--- config.mk ---
export PLATFORM = sky130hd
export DESIGN_NAME = instr_sequencer
export DESIGN_NICKNAME = d
export VERILOG_FILES = /design/src/rtl/instr_sequencer.sv
export SDC_FILE = /design/constraint.sdc
export NUM_CORES = 1
export LEC_CHECK = 0
export ABC_AREA = 0
export BUFFER_PORTS_ARGS = -buffer_cell sky130_fd_sc_hd__buf_2
export CELL_PAD_IN_SITES_DETAIL_PLACEMENT = 0
export CELL_PAD_IN_SITES_GLOBAL_PLACEMENT = 1
export CORE_AREA = 2 2 158 160
export DETAILED_ROUTE_END_ITERATION = 10
export DIE_AREA = 0 0 160 162
export HOLD_SLACK_MARGIN = 0.15
export PLACE_DENSITY_LB_ADDON = 0.15
export SLEW_MARGIN = 20
export SYNTH_ARGS = -nofsm -noshare
export SYNTH_HDL_FRONTEND = slang
export SYNTH_SLANG_ARGS = --single-unit
--- constraint.sdc ---
create_clock -name clk -period 6.2 [get_ports clk]
set_clock_uncertainty 0.1 [all_clocks]
set_input_delay 1.24 -clock clk [delete_from_list [all_inputs] [get_ports clk]]
set_output_delay 1.24 -clock clk [all_outputs]
set_load 0.01 [all_outputs]
--- src/rtl/instr_sequencer.sv ---
// ============================================================================
//  Module      : instr_sequencer
//  Description : Program store plus sequencer that feeds simple_cpu one
//                instruction at a time, holding each for its CU cycle count.
//  Revision    : 1.0 - initial release
// ============================================================================
`default_nettype none

module instr_sequencer #(
    parameter int INSTR_WIDTH = 20,
    parameter int PC_BITS     = 4
) (
    input  logic                   clk,
    input  logic                   rst,
    input  logic                   prog_we,
    input  logic [PC_BITS-1:0]     prog_addr,
    input  logic [INSTR_WIDTH-1:0] prog_data,
    input  logic                   start,
    output logic [INSTR_WIDTH-1:0] instr,
    output logic [PC_BITS-1:0]     pc,
    output logic                   issue,
    output logic                   busy,
    output logic                   done
);

    localparam int DEPTH = 2 ** PC_BITS;

    typedef enum logic [1:0] {
        S_IDLE = 2'd0,
        S_RUN  = 2'd1,
        S_DONE = 2'd2
    } state_t;

    // CU cycles per instruction type; type 00 (HALT) never gets issued.
    function automatic logic [2:0] hold_len(input logic [1:0] t);
        case (t)
            2'b01:   hold_len = 3'd3;
            2'b10:   hold_len = 3'd4;
            2'b11:   hold_len = 3'd3;
            default: hold_len = 3'd0;
        endcase
    endfunction

    logic [INSTR_WIDTH-1:0] mem_q [DEPTH];

    state_t                 state_q, state_d;
    logic [INSTR_WIDTH-1:0] instr_q, instr_d;
    logic [PC_BITS-1:0]     pc_q,    pc_d;
    logic [2:0]             cnt_q,   cnt_d;
    logic                   issue_q, issue_d;
    logic                   busy_q,  busy_d;
    logic                   done_q,  done_d;

    logic [PC_BITS-1:0]     next_addr;
    logic [INSTR_WIDTH-1:0] first_word;
    logic [INSTR_WIDTH-1:0] next_word;
    logic                   first_halt;
    logic                   next_halt;

    assign next_addr  = pc_q + 1'b1;
    assign first_word = mem_q[{PC_BITS{1'b0}}];
    assign next_word  = mem_q[next_addr];
    assign first_halt = (first_word[INSTR_WIDTH-1 -: 2] == 2'b00);
    assign next_halt  = (next_word[INSTR_WIDTH-1 -: 2] == 2'b00);

    // Store is not reset so a program survives a mid-run reset.
    always_ff @(posedge clk) begin
        if (prog_we && !busy_q) begin
            mem_q[prog_addr] <= prog_data;
        end
    end

    always_comb begin
        state_d = state_q;
        instr_d = instr_q;
        pc_d    = pc_q;
        cnt_d   = cnt_q;
        issue_d = 1'b0;
        busy_d  = busy_q;
        done_d  = done_q;

        case (state_q)
            S_IDLE, S_DONE: begin
                if (start) begin
                    pc_d = {PC_BITS{1'b0}};
                    if (first_halt) begin
                        state_d = S_DONE;
                        instr_d = '0;
                        busy_d  = 1'b0;
                        done_d  = 1'b1;
                    end else begin
                        // Extra cycle lets the CU leave RESET on the first word.
                        state_d = S_RUN;
                        instr_d = first_word;
                        busy_d  = 1'b1;
                        done_d  = 1'b0;
                        issue_d = 1'b1;
                        cnt_d   = 3'(hold_len(first_word[INSTR_WIDTH-1 -: 2]) + 3'd1);
                    end
                end
            end
            S_RUN: begin
                if (cnt_q > 3'd1) begin
                    cnt_d = cnt_q - 3'd1;
                end else if ((pc_q == {PC_BITS{1'b1}}) || next_halt) begin
                    state_d = S_DONE;
                    instr_d = '0;
                    busy_d  = 1'b0;
                    done_d  = 1'b1;
                    cnt_d   = 3'd0;
                end else begin
                    pc_d    = next_addr;
                    instr_d = next_word;
                    cnt_d   = hold_len(next_word[INSTR_WIDTH-1 -: 2]);
                    issue_d = 1'b1;
                end
            end
            default: begin
                state_d = S_IDLE;
                instr_d = '0;
                pc_d    = {PC_BITS{1'b0}};
                cnt_d   = 3'd0;
                busy_d  = 1'b0;
                done_d  = 1'b0;
            end
        endcase
    end

    always_ff @(posedge clk or posedge rst) begin
        if (rst) begin
            state_q <= S_IDLE;
            instr_q <= '0;
            pc_q    <= '0;
            cnt_q   <= 3'd0;
            issue_q <= 1'b0;
            busy_q  <= 1'b0;
            done_q  <= 1'b0;
        end else begin
            state_q <= state_d;
            instr_q <= instr_d;
            pc_q    <= pc_d;
            cnt_q   <= cnt_d;
            issue_q <= issue_d;
            busy_q  <= busy_d;
            done_q  <= done_d;
        end
    end

    assign instr = instr_q;
    assign pc    = pc_q;
    assign issue = issue_q;
    assign busy  = busy_q;
    assign done  = done_q;

endmodule

`default_nettype wire

# After elaboration in Yosys (flattened, before gate mapping)

Memory sizes are Yosys's and may differ from the RTL's.
Index checks and enable logic that the tools add are counted.

Add/subtract/negate cells: 3
$lt $le $gt $ge: 1
Equal/unequal tests: 14
Mux-type cells: 40
Reductions and logical operators: 13

Operators with widths:

| operator              | number |
|---|---|
| $mux W20              | 4 |
| $pmux W20 S2          | 1 |
| $mux W3               | 7 |
| $pmux W3 S2           | 3 |
| $mux W1               | 13 |
| $mux W4               | 3 |
| $eq A2 B2 Y1 const B  | 5 |
| $ne A2 B2 Y1 const B  | 5 |
| $mux W2               | 4 |
| $pmux W4 S2           | 1 |
| $eq A2 B1 Y1 const B  | 3 |
| $logic_not A2 Y1      | 3 |
| $pmux W1 S2           | 3 |
| $reduce_and A3 Y1     | 2 |
| $reduce_or A2 Y1      | 3 |
| $add A4 B1 Y4 const B | 1 |
| $eq A4 B4 Y1 const B  | 1 |
| $pmux W2 S2           | 1 |
| $reduce_and A2 Y1     | 2 |
| $add A3 B1 Y3 const B | 1 |
| $gt A3 B1 Y1 const B  | 1 |
| $sub A3 B1 Y3 const B | 1 |
| $logic_and A1 B1 Y1   | 1 |
| $logic_not A1 Y1      | 1 |
| $logic_or A1 B1 Y1    | 1 |

Flip-flop bits (word level): 32
Bits in writable memories: 320
Bits of input ports: 28
Memories kept: 1

Memories:

| name  | depth | width | rd ports | clocked after Yosys merged registers in | write ports | RTL line | RTL |
|---|---|---|---|---|---|---|---|
| mem_q | 16    | 20    | 2        | 0                                       | 1           | 44       | `logic [INSTR_WIDTH-1:0] mem_q [DEPTH];` |

# Logic depth before layout (Yosys ltp)

Word-level depth: 10
Gate-level depth with buffers: 10
Depth with buffers taken out: 6

# Least setup slack after synthesis

Ideal clock, no wire load.

Path type: input -> register
From: input port prog_we
To: memory mem_q[0][0], enable pin
Data arrival time: 3.080 ns
Required time: 5.678 ns
Path slack: 2.597 ns
Stages: 3
Buffers on the path: 0
Cell sequence: nand2b_1 > or3_1 > nor3_1

Word-level cells in the longest chain between the ends: 3

Ends and longest elaborated chain:

| item                          | RTL line | RTL |
|---|---|---|
| start, declared               | 15       | `input logic prog_we,` |
| $logic_and A1 B1 Y1           | 68       | `if (prog_we && !busy_q) begin` |
| $mux W1                       | 68       |  |
| $mux W1 (not written as such) | 69       | `mem_q[prog_addr] <= prog_data;` |
| end, declared                 | 44       |  |

Every way passes these cells.

# Worst setup path in the final report

From: register pc_q[0], in the netlist pc[0]
To: register instr_q[16], in the netlist instr[16]

Word-level cells in the longest chain between the ends: 7
Elaborated cells on any way between the ends: 8

Ends and longest elaborated chain:

| item                   | RTL line | RTL |
|---|---|---|
| start, declared        | 48       | `logic [PC_BITS-1:0] pc_q, pc_d;` |
| start signal, assigned | 141      | `pc_q <= pc_d;` |
| $add A4 B1 Y4          | 60       | `assign next_addr = pc_q + 1'b1;` |
| $mem_v2 Z16 W20        | --       |  |
| $logic_not A2 Y1       | 64       | `assign next_halt = (next_word[INSTR_WIDTH-1 -: 2] == 2'b00);` |
| $logic_or A1 B1 Y1     | 105      | `end else if ((pc_q == {PC_BITS{1'b1}}) \|\| next_halt) begin` |
| $mux W20 *             | 105      |  |
| $mux W20 *             | 103      | `if (cnt_q > 3'd1) begin` |
| $pmux W20 S2 *         | 82       | `case (state_q)` |
| end signal, assigned   | 140      | `instr_q <= instr_d;` |
| end, declared          | 47       | `logic [INSTR_WIDTH-1:0] instr_q, instr_d;` |

Every way passes the cells marked *; elsewhere a longest branch is shown, timed or not. The select of a mux whose other input is x is not followed.
A chain may end at the register's enable or synchronous reset.

==> impl_metrics.toml <==
[sta]
timing.slew.headroom_pct = 30.84
hold_slack_ns = 0.3849
finalCritPeriodShare_pct = 67.90
hold_violations = 0
max_freq_mhz = 237.5
setup_viol = 0
grt_setup_unrepaired = "false"
tns_ns = 0
period_minus_slack_ns = 4.210
worstMarginPinSlew_ns = 1.033
drv_slew = 0

[die]
initial_core_util_pct = 57.50
design.die.area_um2 = 25920
io_pins = 55
core_area_um2 = 24110
die_y_um = 162
num_rows = 57
chipWidth_um = 160

[clocking]
clock-sinks = 351
htree_levels = 2
postCtsResizedCells = 0
cts_tree = "done"
postCtsSetupBuffers = 0
root_buffer = "clkbuf_16"
cts.clk_slew.worst_paths_ns = 0.06
clockBufferDepth = 3
cts_buffers = 36
clk_latency_ns = 0.51
cts_hold_buf = 0

[finish]
final_nets = 788
drive_above_1_share_pct = 35.33
n_fill_cell = 1600
multi_input_area_um2 = 3374
syn_to_final_growth_pct = 14.80
n_antenna_cell = 0
seq_area_um2 = 10390

[yosys]
yosysWarnings = 0
syn_area_um2 = 13860
syn_area_per_cell_um2 = 20.53
ys_async_sr_fraction_pct = 8.832
yosysSeqAreaShare_pct = 74.92
synth-main-ff-cell = "edfxtp_1"
syn_inst = 675
synth.distinct_cells = 46
syn_nets = 706
synth_common_cells = "edfxtp_1 (320), mux4_2 (78), dfrtp_1 (31)"
synth_edf_count = 320
synth-seq-cells = 351
yosysTopAreaCell = "edfxtp_1"
synth_area_leaders = "edfxtp_1 (69%), mux4_2 (13%), dfrtp_1 (5.6%)"
post-synth-top-count-cell = "edfxtp_1"
synth_top_area_share_pct = 69.33

[critical_path]
crit_required_ns = 6.45
crit_path_end = "instr[16]"
start_kind = "flop"
r2r_setup_slack_ns = 1.99
worstPathMaxFanout = 43
r2r_start = "pc[0]"
r2r-end = "instr[16]"
path_class = "reg2reg"
cp-startpoint = "pc[0]"
rr_worst_depth = 6
end_kind = "flop"
crit_arrival_ns = 4.46

[job]
max-cap-violations = 0

[hold_path]
hold_path_class = "reg2reg"
hold_path_depth = 2

[global_routing]
track_usage_pct = 22.87
grt_pass1_wl_um = 43360
overflow = 0
grt_pass1_vias = 7191
grt_max_degree = 50
antenna_found_initial = 0

[routing]
post_drt_wl_per_cell_um = 25.55
drtIter0Drc = 681
vias_per_cell = 6.068
routed_wl_um = 28310
num_vias = 6723
ant_nets = 0
drc = 0
first_pass_iters = 5

[placement]
port_buffers = 54
gp_routability_congestion = 0.8058
hpwl_um = 16300

[pwr]
p_total_mw = 6.352
p_leak_nw = 5.410
p_per_area_nw_per_um2 = 399.2
max-vdd-ir-drop_mv = 0.2361

[outcome]
outcome = "completed"
per-stage QoR:
stage	utilization [%]	worst slack [ns]	std cells	instance area [um2]
after CTS	65.90	1.870	1107	15890
after global routing	66.01	1.633	1108	15910
final	66.01	1.990	1108	15910
after global placement	60.68	1.890	1042	14630
after floorplan	-	2.597	675	13860
after detailed placement	60.68	1.873	1042	14630
critical path, stage by stage, from the launching register on:
cell and delay (ns):
dfrtp_4 0.95, buf_4 0.75, mux4_1 0.64, mux2i_1 0.19, mux2i_2 0.20, o211ai_4 0.88, o21ai_0 0.21
registers in the layout, summed over array words and instances (netlist names):
name	count
mem_q	320
pc	4
cnt_q	3
issue	1
instr	20
state_q	2
busy	1
worst min path at each step:
stage                      endpoint    startpoint  slack (ns)
after floorplan           instr[16]  mem_q[0][16]        0.38
after global placement    instr[18]     instr[18]        0.37
after detailed placement  instr[19]     instr[19]        0.38
after CTS                 instr[19]     instr[19]        0.39
after global routing      instr[19]     instr[19]        0.42
final                     instr[19]     instr[19]        0.38
final cells by class:
| type | count | area share, % |
|---|---|---|
| clock buffer | 46 | 6.290 |
| clock inverter | 19 | 1.620 |
| inverter | 6 | 0.1415 |
| multi-input combinational | 285 | 21.21 |
| sequential | 351 | 65.29 |
| tap | 324 | 2.548 |
| timing repair buffer | 77 | 2.909 |
routing by layer:
layer | track usage, % | part of all wire (%) | vias to the layer above
met4 | 6.061 | 1.8 | 0
met5 | 0 | 0 | -
met3 | 3.907 | 6.4 | 41
met2 | 39.41 | 52 | 223
met1 | 30.91 | 40 | 3505
li1 | - | - | 2954
cell usage in the layout (no fill, tap or decap), types with 2 or more instances in the layout:
master / n
clkbuf_1: 6
o21ai_2: 17
nand3_1: 2
o21ai_1: 2
dfrtp_1: 30
o2bb2ai_1: 2
mux2_2: 18
buf_2: 54
clkinv_1: 2
buf_4: 22
inv_1: 6
edfxtp_1: 320
nor3_2: 4
mux4_1: 2
a22oi_1: 20
nand2b_1: 4
a21oi_1: 5
ha_1: 2
o22ai_1: 2
clkinv_2: 9
clkbuf_16: 38
o21ai_0: 22
mux2i_2: 2
bufinv_16: 6
nor2_2: 13
a31oi_1: 2
nor2_1: 15
and2_1: 2
nand2_1: 27
mux2i_1: 24
clkbuf_8: 2
mux4_2: 78
logic make-up after synthesis:
family,share of synthesized area [%]
flops,74.92
mux,16.45
compound gates,4.423
simple gates,2.176
buf+inv,1.580
fa+ha+maj,0.2708
xor+xnor,0.1806
where the power goes:
| part | internal (mW) | total (mW) | switching (mW) | leakage (nW) |
|---|---|---|---|---|
| Sequential | 2.71 | 2.83 | 0.127 | 3.28 |
| Clock | 1.40 | 2.26 | 0.865 | 0.624 |
| Combinational | 0.590 | 1.26 | 0.668 | 1.51 |
| Total | 4.69 | 6.35 | 1.66 | 5.41 |
Note: power is estimated with default switching activity, not from simulation.
